--- src/rtl/compressed_decoder_if.sv ---
// rtl/compressed_decoder_if.sv - instruction in / expanded instruction out bundle for compressed_decoder
//
// Signals:
//   instr_i          raw fetched instruction (compressed form in [15:0])
//   instr_o          expanded 32-bit instruction
//   is_compressed_o  instr_i[1:0] != 2'b11
//   illegal_instr_o  illegal or unsupported compressed encoding
// Modports: master drives instr_i (fetch side), slave is the decoder.

interface compressed_decoder_if;
  logic [31:0] instr_i;
  logic [31:0] instr_o;
  logic        is_compressed_o;
  logic        illegal_instr_o;

  modport master (
    output instr_i,
    input  instr_o,
    input  is_compressed_o,
    input  illegal_instr_o
  );

  modport slave (
    input  instr_i,
    output instr_o,
    output is_compressed_o,
    output illegal_instr_o
  );
endinterface

--- src/rtl/compressed_decoder.sv ---
// rtl/compressed_decoder.sv - combinational RV32C to RV32I/F instruction expander
//
// Parameters:
//   FPU     1: expand C.FLW/C.FSW/C.FLWSP/C.FSWSP, 0: treat them as illegal
// Ports:
//   clk_i   clock (interface uniformity only, does not gate outputs)
//   rst_ni  asynchronous active-low reset (interface uniformity only)
//   bus     compressed_decoder_if.slave: instr_i in, instr_o/is_compressed_o/illegal_instr_o out
// Zero latency, no state: outputs follow instr_i at all times, including in reset.

module compressed_decoder #(
  parameter bit FPU = 1'b0
) (
  input  logic                 clk_i,
  input  logic                 rst_ni,
  compressed_decoder_if.slave  bus
);

  localparam logic [6:0] OPC_LOAD     = 7'b0000011;
  localparam logic [6:0] OPC_LOAD_FP  = 7'b0000111;
  localparam logic [6:0] OPC_OP_IMM   = 7'b0010011;
  localparam logic [6:0] OPC_STORE    = 7'b0100011;
  localparam logic [6:0] OPC_STORE_FP = 7'b0100111;
  localparam logic [6:0] OPC_OP       = 7'b0110011;
  localparam logic [6:0] OPC_LUI      = 7'b0110111;
  localparam logic [6:0] OPC_BRANCH   = 7'b1100011;
  localparam logic [6:0] OPC_JALR     = 7'b1100111;
  localparam logic [6:0] OPC_JAL      = 7'b1101111;

  // Clock and reset are carried for a uniform block interface only.
  logic unused_clk_rst;
  assign unused_clk_rst = clk_i ^ rst_ni;

  logic [15:0] c;
  logic [4:0]  rd, rs2, rdp, rs2p;
  logic [11:0] imm6;
  logic [19:0] jal_imm;     // instruction bits [31:12] of the JAL encoding
  logic [6:0]  br_hi;       // instruction bits [31:25] of the branch encoding
  logic [4:0]  br_lo;       // instruction bits [11:7] of the branch encoding
  logic [11:0] ld_off;      // C.LW/C.FLW offset, zero-extended
  logic [11:0] lwsp_off;    // C.LWSP/C.FLWSP offset, zero-extended
  logic [11:0] sw_off;      // C.SW/C.FSW offset, zero-extended
  logic [11:0] swsp_off;    // C.SWSP/C.FSWSP offset, zero-extended
  logic [9:0]  addi4spn_imm;
  logic [11:0] addi16sp_imm;

  logic [31:0] instr;
  logic        illegal;

  assign c    = bus.instr_i[15:0];
  assign rd   = c[11:7];
  assign rs2  = c[6:2];
  assign rdp  = {2'b01, c[9:7]};
  assign rs2p = {2'b01, c[4:2]};
  assign imm6 = {{6{c[12]}}, c[12], c[6:2]};

  // JAL fields: {imm[20], imm[10:1], imm[11], imm[19:12]} with imm sign-extended from c[12]
  assign jal_imm = {c[12], c[8], c[10:9], c[6], c[7], c[2], c[11], c[5:3], c[12], {8{c[12]}}};

  // Branch fields: {imm[12], imm[10:5]} and {imm[4:1], imm[11]}
  assign br_hi = {c[12], c[12], c[12], c[12], c[6:5], c[2]};
  assign br_lo = {c[11:10], c[4:3], c[12]};

  assign ld_off       = {5'b0, c[5], c[12:10], c[6], 2'b00};
  assign sw_off       = ld_off;
  assign lwsp_off     = {4'b0, c[3:2], c[12], c[6:4], 2'b00};
  assign swsp_off     = {4'b0, c[8:7], c[12:9], 2'b00};
  assign addi4spn_imm = {c[10:7], c[12:11], c[5], c[6], 2'b00};
  assign addi16sp_imm = {{3{c[12]}}, c[12], c[4:3], c[5], c[2], c[6], 4'b0000};

  always_comb begin
    instr   = bus.instr_i;
    illegal = 1'b0;

    case (c[1:0])
      2'b00: begin
        case (c[15:13])
          3'b000: begin
            instr = {2'b00, addi4spn_imm, 5'd2, 3'b000, rs2p, OPC_OP_IMM};
            if (addi4spn_imm == 10'd0) illegal = 1'b1;
          end
          3'b010: instr = {ld_off, rdp, 3'b010, rs2p, OPC_LOAD};
          3'b011: begin
            if (FPU) instr = {ld_off, rdp, 3'b010, rs2p, OPC_LOAD_FP};
            else     illegal = 1'b1;
          end
          3'b110: instr = {sw_off[11:5], rs2p, rdp, 3'b010, sw_off[4:0], OPC_STORE};
          3'b111: begin
            if (FPU) instr = {sw_off[11:5], rs2p, rdp, 3'b010, sw_off[4:0], OPC_STORE_FP};
            else     illegal = 1'b1;
          end
          default: illegal = 1'b1;
        endcase
      end

      2'b01: begin
        case (c[15:13])
          3'b000: instr = {imm6, rd, 3'b000, rd, OPC_OP_IMM};
          3'b001: instr = {jal_imm, 5'd1, OPC_JAL};
          3'b010: instr = {imm6, 5'd0, 3'b000, rd, OPC_OP_IMM};
          3'b011: begin
            if (rd == 5'd2) begin
              instr = {addi16sp_imm, 5'd2, 3'b000, 5'd2, OPC_OP_IMM};
              if ({c[12], c[6:2]} == 6'd0) illegal = 1'b1;
            end else begin
              instr = {{14{c[12]}}, c[12], c[6:2], rd, OPC_LUI};
              if ({c[12], c[6:2]} == 6'd0) illegal = 1'b1;
            end
          end
          3'b100: begin
            case (c[11:10])
              2'b00: begin
                instr = {7'b0000000, c[6:2], rdp, 3'b101, rdp, OPC_OP_IMM};
                if (c[12]) illegal = 1'b1;
              end
              2'b01: begin
                instr = {7'b0100000, c[6:2], rdp, 3'b101, rdp, OPC_OP_IMM};
                if (c[12]) illegal = 1'b1;
              end
              2'b10: instr = {imm6, rdp, 3'b111, rdp, OPC_OP_IMM};
              default: begin
                if (c[12]) begin
                  illegal = 1'b1;
                end else begin
                  case (c[6:5])
                    2'b00:   instr = {7'b0100000, rs2p, rdp, 3'b000, rdp, OPC_OP};
                    2'b01:   instr = {7'b0000000, rs2p, rdp, 3'b100, rdp, OPC_OP};
                    2'b10:   instr = {7'b0000000, rs2p, rdp, 3'b110, rdp, OPC_OP};
                    default: instr = {7'b0000000, rs2p, rdp, 3'b111, rdp, OPC_OP};
                  endcase
                end
              end
            endcase
          end
          3'b101: instr = {jal_imm, 5'd0, OPC_JAL};
          3'b110: instr = {br_hi, 5'd0, rdp, 3'b000, br_lo, OPC_BRANCH};
          default: instr = {br_hi, 5'd0, rdp, 3'b001, br_lo, OPC_BRANCH};
        endcase
      end

      2'b10: begin
        case (c[15:13])
          3'b000: begin
            instr = {7'b0000000, c[6:2], rd, 3'b001, rd, OPC_OP_IMM};
            if (c[12]) illegal = 1'b1;
          end
          3'b010: begin
            instr = {lwsp_off, 5'd2, 3'b010, rd, OPC_LOAD};
            if (rd == 5'd0) illegal = 1'b1;
          end
          3'b011: begin
            if (FPU) instr = {lwsp_off, 5'd2, 3'b010, rd, OPC_LOAD_FP};
            else     illegal = 1'b1;
          end
          3'b100: begin
            if (!c[12]) begin
              if (rs2 == 5'd0) begin
                instr = {12'd0, rd, 3'b000, 5'd0, OPC_JALR};
                if (rd == 5'd0) illegal = 1'b1;
              end else begin
                instr = {7'b0000000, rs2, 5'd0, 3'b000, rd, OPC_OP};
              end
            end else begin
              if (rd == 5'd0 && rs2 == 5'd0) begin
                instr = 32'h00100073;
              end else if (rs2 == 5'd0) begin
                instr = {12'd0, rd, 3'b000, 5'd1, OPC_JALR};
              end else begin
                instr = {7'b0000000, rs2, rd, 3'b000, rd, OPC_OP};
              end
            end
          end
          3'b110: instr = {swsp_off[11:5], rs2, 5'd2, 3'b010, swsp_off[4:0], OPC_STORE};
          3'b111: begin
            if (FPU) instr = {swsp_off[11:5], rs2, 5'd2, 3'b010, swsp_off[4:0], OPC_STORE_FP};
            else     illegal = 1'b1;
          end
          default: illegal = 1'b1;
        endcase
      end

      default: begin
        instr   = bus.instr_i;
        illegal = 1'b0;
      end
    endcase

    // An illegal encoding is handed on untouched so the trap path sees the raw bits.
    if (illegal) instr = bus.instr_i;
  end

  assign bus.instr_o         = instr;
  assign bus.illegal_instr_o = illegal;
  assign bus.is_compressed_o = (c[1:0] != 2'b11);

endmodule

--- src/flat_wrapper.sv ---
// flat-port wrapper written by rule: the top's interface ports become plain ports
module compressed_decoder_flat 
#(
  parameter bit FPU = 1'b0
)
  (clk_i, rst_ni, bus_instr_i, bus_instr_o, bus_is_compressed_o, bus_illegal_instr_o);
  compressed_decoder_if bus_i ();
  input  logic clk_i;
  input  logic rst_ni;
  input wire logic [$bits(bus_i.instr_i)-1:0] bus_instr_i;
  output wire logic [$bits(bus_i.instr_o)-1:0] bus_instr_o;
  output wire logic [$bits(bus_i.is_compressed_o)-1:0] bus_is_compressed_o;
  output wire logic [$bits(bus_i.illegal_instr_o)-1:0] bus_illegal_instr_o;
  assign bus_i.instr_i = bus_instr_i;
  assign bus_instr_o = bus_i.instr_o;
  assign bus_is_compressed_o = bus_i.is_compressed_o;
  assign bus_illegal_instr_o = bus_i.illegal_instr_o;
  compressed_decoder #(.FPU(FPU)) u_core (.clk_i(clk_i), .rst_ni(rst_ni), .bus(bus_i));
endmodule
--- config.mk ---
export PLATFORM = sky130hd
export DESIGN_NAME = compressed_decoder_flat
export DESIGN_NICKNAME = d
export VERILOG_FILES = /design/src/rtl/compressed_decoder_if.sv /design/src/rtl/compressed_decoder.sv /design/src/flat_wrapper.sv
export SDC_FILE = /design/constraint.sdc
export NUM_CORES = 1
export LEC_CHECK = 0
export ABC_AREA = 1
export CAP_MARGIN = 20
export CORE_MARGIN = 2
export CORE_UTILIZATION = 40
export DETAILED_ROUTE_END_ITERATION = 10
export PLACE_DENSITY = 0.8
export SYNTH_ARGS = -nofsm -noshare
export SYNTH_HDL_FRONTEND = slang
export SYNTH_SLANG_ARGS = --single-unit
--- constraint.sdc ---
create_clock -name vclk -period 5.2
set_input_delay 0.78 -clock vclk [all_inputs]
set_output_delay 0.78 -clock vclk [all_outputs]
set_load 0.01 [all_outputs]
==> results.py, run 1 <==
metrics = {
    "sta": {
        "period_share_pct": 88.8,
        "slew_viol_final": 0,
        "tightest_slew_ns": 0.591,
        "finalSetupViolations": 0,
        "rsz0062_at_grt": "no",
        "relSlewSlack_pct": 60.5,
        "fmax_ghz": 0.217,
        "fin_setup_tns_ns": 0,
        "period_needed_ns": 4.62,
        "hold_violations": 0,
    },
    "placed_design": {
        "dp_hpwl_mm": 10.3,
        "routabilityCongestion": 1.09,
        "port_buffers": 66,
    },
    "yosys": {
        "netlist_instances": 524,
        "netlist_area_sq_um": 2500,
        "synth.avg_cell_area_sq_um": 4.77,
        "ys_seq_area_share_pct": 0,
        "synth_compound_area_share_pct": 28.6,
        "synth_nets": 558,
        "yosysWarnings": 0,
        "synth_xor_area_share_pct": 0,
        "synth.distinct_cells": 36,
        "synthMuxAreaShare_pct": 0,
        "synth_fa_ha_area_share_pct": 0,
        "synth_top_family_by_area": "simple AND/OR/NAND/NOR gates",
        "yosys.area_share.simple_pct": 58.1,
    },
    "clock_network": {
        "cts_resized": 0,
        "cts.hold.buffers_added": 0,
        "postCtsSetupBuffers": 0,
    },
    "routing": {
        "initialDrtViolationCount": 670,
        "ant_nets": 0,
        "wire_per_inst_um": 20.6,
        "drt-vias-per-instance": 6.21,
        "vias": 4128,
        "routed_wl_mm": 13.7,
        "drc": 0,
        "drtPass1Iterations": 5,
    },
    "layout": {
        "drive_above_1_share_pct": 8.47,
        "register_area_sq_um": 0,
        "fillers": 663,
        "nFlopsAndLatches": 0,
        "antennaDiodeCount": 0,
        "area_growth_pct": 30.9,
        "layout_commonest_cell": "nand2_1",
        "finalNetCount": 626,
        "nClkBuffers": 0,
        "final_cell_mix": "nand2_1 (208), clkdlybuf4s50_1 (66), o21ai_0 (63), nor2_1 (52), inv_1 (44)",
    },
    "critical_path": {
        "crit_fanout": 19,
        "cp_num_buf_inv": 2,
        "cp_common_cell": "clkdlybuf4s50_1",
        "critPathArrivalTime_ns": 3.84,
        "critPathLaunchType": "input pin",
        "crit_required_ns": 4.42,
        "critPathLaunch": "bus_instr_i[7]",
        "worstSetupPathType": "in2out",
        "path_cells": "clkdlybuf4s50_1 > nor2_1 > nand3_1 > o21ai_1 > nand2_1 > nand3_4 > nor2_8 > nand2_4 > o21ai_0 > clkdlybuf4s50_1",
        "cp_slowest_stage_delay_ns": 0.78,
        "cp_slowest_cell": "clkdlybuf4s50_1",
        "crit_family": "buffers and inverters",
        "cp-end-kind": "output port",
    },
    "floorplanning": {
        "die_y_um": 83.0,
        "core_sq_um": 5990,
        "io_pins": 68,
        "start_util_pct": 41.7,
        "dieArea_sq_um": 6890,
        "dieWidth_um": 83.0,
        "rows": 28,
    },
    "global_routing": {
        "first_global_vias": 3831,
        "grt_pass1_wl_mm": 21.0,
        "grt_use_total_pct": 38.0,
        "grt_max_degree": 20,
        "grt_overflow": 0,
        "antenna_found_initial": 0,
    },
    "outcome": {
        "status": "finished, final reports clean",
    },
    "power_and_ir_drop": {
        "power_density_nw_per_um2": 106,
        "ir_worst_vdd_mv": 0.0557,
        "power_mw": 0.345,
        "leakage_nw": 1.58,
    },
    "flow_run": {
        "drv_cap": 0,
    },
    "min_path": {
        "hp-start": "bus_instr_i[31]",
        "hold_class": "in2out",
    },
}
[Yosys cell counts (2+ instances only)]
library cell	count	area share, %
nand2_2	4	1.0
buf_6	6	2.7
o211ai_1	13	3.9
buf_4	2	0.60
o22ai_1	5	1.3
nand3_1	34	6.8
nor2_1	52	7.8
a21oi_1	30	6.0
nor2_4	4	1.8
o21ai_1	4	0.80
nand2_1	208	31
nor2_2	3	0.75
clkbuf_1	5	0.75
inv_2	5	0.75
o21ai_0	63	13
nand3_4	2	1.4
o2111ai_1	4	1.4
nand2_4	4	1.8
inv_1	44	6.6
nor3_1	2	0.40
buf_2	8	1.6
nand3_2	2	0.80
nand4_1	7	1.8
[final timing paths]
kind,to,cells after the start,slack [ns]
max,bus_instr_o[30],10,0.58
min,bus_instr_o[31],4,2.56
[routing by layer]
metal  vias to the layer above  share of wire (%)  GRT usage [%]
li1                       1863                  -              -
met1                      1804                 37           48.4
met2                       381                 42           58.4
met3                        80                 14           9.24
met4                         0                6.6           20.9
met5                         -                  0              0
[where the power goes]
part | switching (mW) | leakage, nW | internal (mW)
clock network | 0 | 0 | 0
registers | 0 | 0 | 0
logic | 0.207 | 1.58 | 0.138
total | 0.207 | 1.58 | 0.138
[cell families (layout without fill, tap and decap cells)]
logic type / after synthesis / count (layout)
and+or+nand+nor: 327 / 327
AOI/OAI and AO/OA: 125 / 125
buffers and inverters: 72 / 138
[per-stage QoR]
stage                     setup WS, ns  util (%)  hold slack (ns)  instance area [sq um]  cells
after floorplan                   2.35         -             1.68                   2500    524
after global placement           0.706      54.6             2.52                   3270    665
after detailed placement         0.685      54.6             2.56                   3270    665
after CTS                        0.684      54.6             2.57                   3270    665
after global routing             0.430      54.6             2.58                   3270    665
final                            0.582      54.6             2.56                   3270    665
[final cells by class]
type	count	area [sq um]	area share, %
well taps	75	93.8	2.87
multi-input cells	452	2160	66.2
inverters	51	193	5.90
repair buffers	87	818	25.0
No activity file was read; power rests on OpenSTA's default activity.
==> run 2: changes to the inputs <==
--- a/config.mk
+++ b/config.mk
@@ -10,7 +10,7 @@
 export CORE_MARGIN = 2
 export CORE_UTILIZATION = 40
 export DETAILED_ROUTE_END_ITERATION = 10
-export PLACE_DENSITY = 0.8
+export PLACE_DENSITY = 0.68
 export SYNTH_ARGS = -nofsm -noshare
 export SYNTH_HDL_FRONTEND = slang
 export SYNTH_SLANG_ARGS = --single-unit
==> results.py, run 2 (synthesis gave the netlist of run 1 again) <==
metrics = {
    "critical_path": {
        "crit_fanout": 19,
        "critPathArrivalTime_ns": 3.69,
        "critPathLaunchType": "input pin",
        "crit_required_ns": 4.42,
        "critPathLaunch": "bus_instr_i[13]",
        "worstSetupPathType": "in2out",
        "cp-end-kind": "output port",
        "crit_end": "bus_instr_o[6]",
    },
    "placed_design": {
        "routabilityCongestion": 1.04,
        "dp_hpwl_mm": 10.3,
        "placed_cell_area_sq_um": 3290,
        "place_inst": 668,
        "port_buffers": 66,
        "pre_cts_slack_ns": 0.765,
    },
    "layout": {
        "fin_cells": 668,
        "fillers": 676,
        "finalNetCount": 629,
        "drive_above_1_share_pct": 8.94,
        "antennaDiodeCount": 0,
        "area_growth_pct": 31.8,
        "nClkBuffers": 0,
        "final_cell_mix": "nand2_1 (208), clkdlybuf4s50_1 (66), o21ai_0 (63), nor2_1 (52), inv_1 (44)",
        "multi_input_area_sq_um": 2160,
        "register_area_sq_um": 0,
        "nFlopsAndLatches": 0,
        "stdcell_area_sq_um": 3290,
        "layout_commonest_cell": "nand2_1",
        "fin_util_pct": 54.9,
    },
    "floorplanning": {
        "io_pins": 68,
        "dieArea_sq_um": 6890,
        "die_y_um": 83.0,
        "core_sq_um": 5990,
        "start_util_pct": 41.7,
        "rows": 28,
        "dieWidth_um": 83.0,
    },
    "global_routing": {
        "grt_use_total_pct": 38.1,
        "grt_overflow": 0,
        "first_global_vias": 3933,
        "antenna_found_initial": 0,
        "grt_max_degree": 20,
        "grt_pass1_wl_mm": 21.3,
    },
    "power_and_ir_drop": {
        "combPwrFrac_pct": 100.0,
        "switching_share_pct": 60.0,
        "p_sw_mw": 0.209,
        "leakage_nw": 1.59,
        "power_frac_clock_pct": 0,
        "power_density_nw_per_um2": 106,
        "internal_power_mw": 0.140,
        "p_seq_share_pct": 0,
        "power_mw": 0.349,
        "ir_worst_vdd_mv": 0.0608,
    },
    "sta": {
        "tightest_slew_ns": 0.533,
        "hold_violations": 0,
        "finalSetupViolations": 0,
        "fmax_ghz": 0.224,
        "slew_viol_final": 0,
        "fin_setup_tns_ns": 0,
        "period_share_pct": 85.9,
        "relSlewSlack_pct": 64.4,
        "rsz0062_at_grt": "no",
        "period_needed_ns": 4.47,
        "holdWs_ns": 2.57,
        "setup_ws_ns": 0.733,
    },
    "routing": {
        "drtPass1Iterations": 6,
        "ant_nets": 0,
        "drt-vias-per-instance": 6.19,
        "vias": 4133,
        "initialDrtViolationCount": 769,
        "routed_wl_mm": 13.7,
        "drc": 0,
        "wire_per_inst_um": 20.5,
    },
    "outcome": {
        "status": "finished, final reports clean",
    },
    "min_path": {
        "hold_class": "in2out",
        "min_path_cells": 4,
    },
    "flow_run": {
        "drv_cap": 0,
    },
    "clock_network": {
        "cts.hold.buffers_added": 0,
        "postCtsSetupBuffers": 0,
        "cts_resized": 0,
    },
}
[run 2: worst min-delay path by stage]
stage / from / endpoint / slack [ns]
2_1_floorplan: bus_instr_i[31] / bus_instr_o[31] / 1.68
3_3_place_gp: bus_instr_i[31] / bus_instr_o[31] / 2.54
3_5_place_dp: bus_instr_i[17] / bus_instr_o[17] / 2.57
4_1_cts: bus_instr_i[16] / bus_instr_o[16] / 2.57
5_1_grt: bus_instr_i[16] / bus_instr_o[16] / 2.60
6_report: bus_instr_i[16] / bus_instr_o[16] / 2.57
[run 2: power groups by stage]
stage                     Combinational (mW)  Sequential, mW  Clock [mW]
after floorplan                        0.178               0           0
after global placement                 0.336               0           0
after detailed placement               0.336               0           0
after CTS                              0.338               0           0
after global routing                   0.371               0           0
final                                  0.349               0           0
[run 2: layer usage]
metal | global-route usage (%) | up-vias | part of all wire, % | wire length (um)
li1 | - | 1875 | - | -
met1 | 49.7 | 1805 | 39 | 5300
met2 | 60.1 | 380 | 43 | 5860
met3 | 9.54 | 73 | 14 | 1890
met4 | 14.6 | 0 | 4.5 | 613
met5 | 0 | - | 0 | 0
[run 2: layout make-up]
| type | count | area share [%] |
|---|---|---|
| inverters | 51 | 5.86 |
| multi-input cells | 452 | 65.7 |
| well taps | 75 | 2.85 |
| repair buffers | 90 | 25.6 |
[run 2: critical path, stage by stage]
cell and delay (ns):
clkdlybuf4s50_1 0.65, nor2_2 0.34, nand2_2 0.33, nor2_4 0.28, nand3_4 0.12, nand3_4 0.14
nor2_8 0.07, nand2_4 0.22, nand2_1 0.10, o21ai_0 0.08, clkdlybuf4s50_1 0.55
==> run 3: changes to the inputs <==
--- a/config.mk
+++ b/config.mk
@@ -11,6 +11,7 @@
 export CORE_UTILIZATION = 40
 export DETAILED_ROUTE_END_ITERATION = 10
 export PLACE_DENSITY = 0.68
+export RECOVER_POWER = 25
 export SYNTH_ARGS = -nofsm -noshare
 export SYNTH_HDL_FRONTEND = slang
 export SYNTH_SLANG_ARGS = --single-unit
==> results.py, run 3 (synthesis gave the netlist of run 1 again) <==
metrics = {
    "outcome": {
        "status": "finished, final reports clean",
    },
    "layout": {
        "register_area_sq_um": 0,
        "final_cell_mix": "nand2_1 (208), o21ai_0 (63), clkdlybuf4s50_1 (63), nor2_1 (53), inv_1 (44)",
        "antennaDiodeCount": 0,
        "layout_commonest_cell": "nand2_1",
        "nFlopsAndLatches": 0,
        "nClkBuffers": 0,
        "area_growth_pct": 31.5,
        "fillers": 677,
        "finalNetCount": 629,
        "drive_above_1_share_pct": 8.60,
    },
    "power_and_ir_drop": {
        "leakage_nw": 1.59,
        "power_density_nw_per_um2": 106,
        "ir_worst_vdd_mv": 0.0605,
    },
    "clock_network": {
        "cts_resized": 0,
        "postCtsSetupBuffers": 0,
        "cts.hold.buffers_added": 0,
    },
    "floorplanning": {
        "start_util_pct": 41.7,
        "core_sq_um": 5990,
        "dieWidth_um": 83.0,
        "io_pins": 68,
        "die_y_um": 83.0,
        "rows": 28,
        "dieArea_sq_um": 6890,
    },
    "sta": {
        "relSlewSlack_pct": 51.9,
        "hold_violations": 0,
        "fin_setup_tns_ns": 0,
        "period_needed_ns": 4.63,
        "holdWs_ns": 2.57,
        "tightest_slew_ns": 0.721,
        "fmax_ghz": 0.216,
        "rsz0062_at_grt": "no",
        "finalSetupViolations": 0,
        "slew_viol_final": 0,
        "period_share_pct": 89.0,
    },
    "global_routing": {
        "antenna_found_initial": 0,
        "first_global_vias": 3933,
        "grt_pass1_wl_mm": 21.3,
        "grt_overflow": 0,
        "grt_use_total_pct": 38.1,
        "grt_max_degree": 20,
    },
    "placed_design": {
        "port_buffers": 66,
        "dp_hpwl_mm": 10.3,
        "routabilityCongestion": 1.04,
    },
    "routing": {
        "initialDrtViolationCount": 778,
        "wire_per_inst_um": 20.5,
        "ant_nets": 0,
        "routed_wl_mm": 13.7,
        "drt-vias-per-instance": 6.25,
        "vias": 4177,
        "drtPass1Iterations": 5,
        "drc": 0,
    },
    "critical_path": {
        "worstSetupPathType": "in2out",
        "path_cells": "dlygate4sd3_1 > nor2_1 > nand2_2 > nor2_4 > nand3_4 > nand3_4 > nor2_8 > nand2_4 > nand2_1 > o21ai_0 > clkdlybuf4s50_1",
        "cp_slowest_cell": "dlygate4sd3_1",
        "critPathLaunchType": "input pin",
        "crit_required_ns": 4.42,
        "crit_fanout": 19,
        "cp_slowest_stage_delay_ns": 0.71,
        "critPathArrivalTime_ns": 3.85,
        "cp-end-kind": "output port",
        "cp_common_cell": "nand3_4",
    },
    "min_path": {
        "hold_class": "in2out",
    },
    "flow_run": {
        "drv_cap": 0,
    },
}
-- run 3: changes by cell type in the layout (fill, tap and decap cells not counted) --
cell	change
clkdlybuf4s50_1	-3
dlygate4sd3_1	+3
clkbuf_1	+1
nor2_2	-1
nor2_1	+1
buf_4	-1
-- run 3: stage by stage --
step / instance area [sq um] / total power [mW] / worst slack [ns] / std cells / util [%]
floorplan: 2500 / 0.178 / 2.35 / 524 / -
global placement: 3290 / 0.336 / 0.762 / 668 / 54.9
detailed placement: 3290 / 0.336 / 0.765 / 668 / 54.9
CTS: 3290 / 0.338 / 0.765 / 668 / 54.9
global route: 3280 / 0.370 / 0.261 / 668 / 54.8
finish: 3280 / 0.347 / 0.570 / 668 / 54.8
-- run 3: worst max-delay path, delay by kind of cell --
kind,cells,cell delay [ns]
compound gates,1,0.08
buf+inv,2,1.27
simple gates,8,1.70
-- run 3: layout make-up --
type	instances	area [sq um]	area share, %
multi-input cells	452	2160	65.8
repair buffers	90	837	25.5
inverters	51	193	5.87
well taps	75	93.8	2.86
-- run 3: where the power goes --
| group | internal (mW) | total [mW] | switching (mW) |
|---|---|---|---|
| Sequential | 0 | 0 | 0 |
| Combinational | 0.138 | 0.347 | 0.209 |
| Clock | 0 | 0 | 0 |
-- run 3: per-layer routing --
layer  part of all wire [%]  global-route usage (%)  vias to the layer above
li1                       -                       -                     1870
met1                     38                    49.7                     1816
met2                     42                    60.1                      401
met3                     15                    9.54                       90
met4                    4.9                    14.6                        0
met5                      0                       0                        -
-- run 3: worst paths after layout --
check,start,endpoint,cells after the start
setup / recovery,bus_instr_i[13],bus_instr_o[6],11
hold / removal,bus_instr_i[17],bus_instr_o[17],4
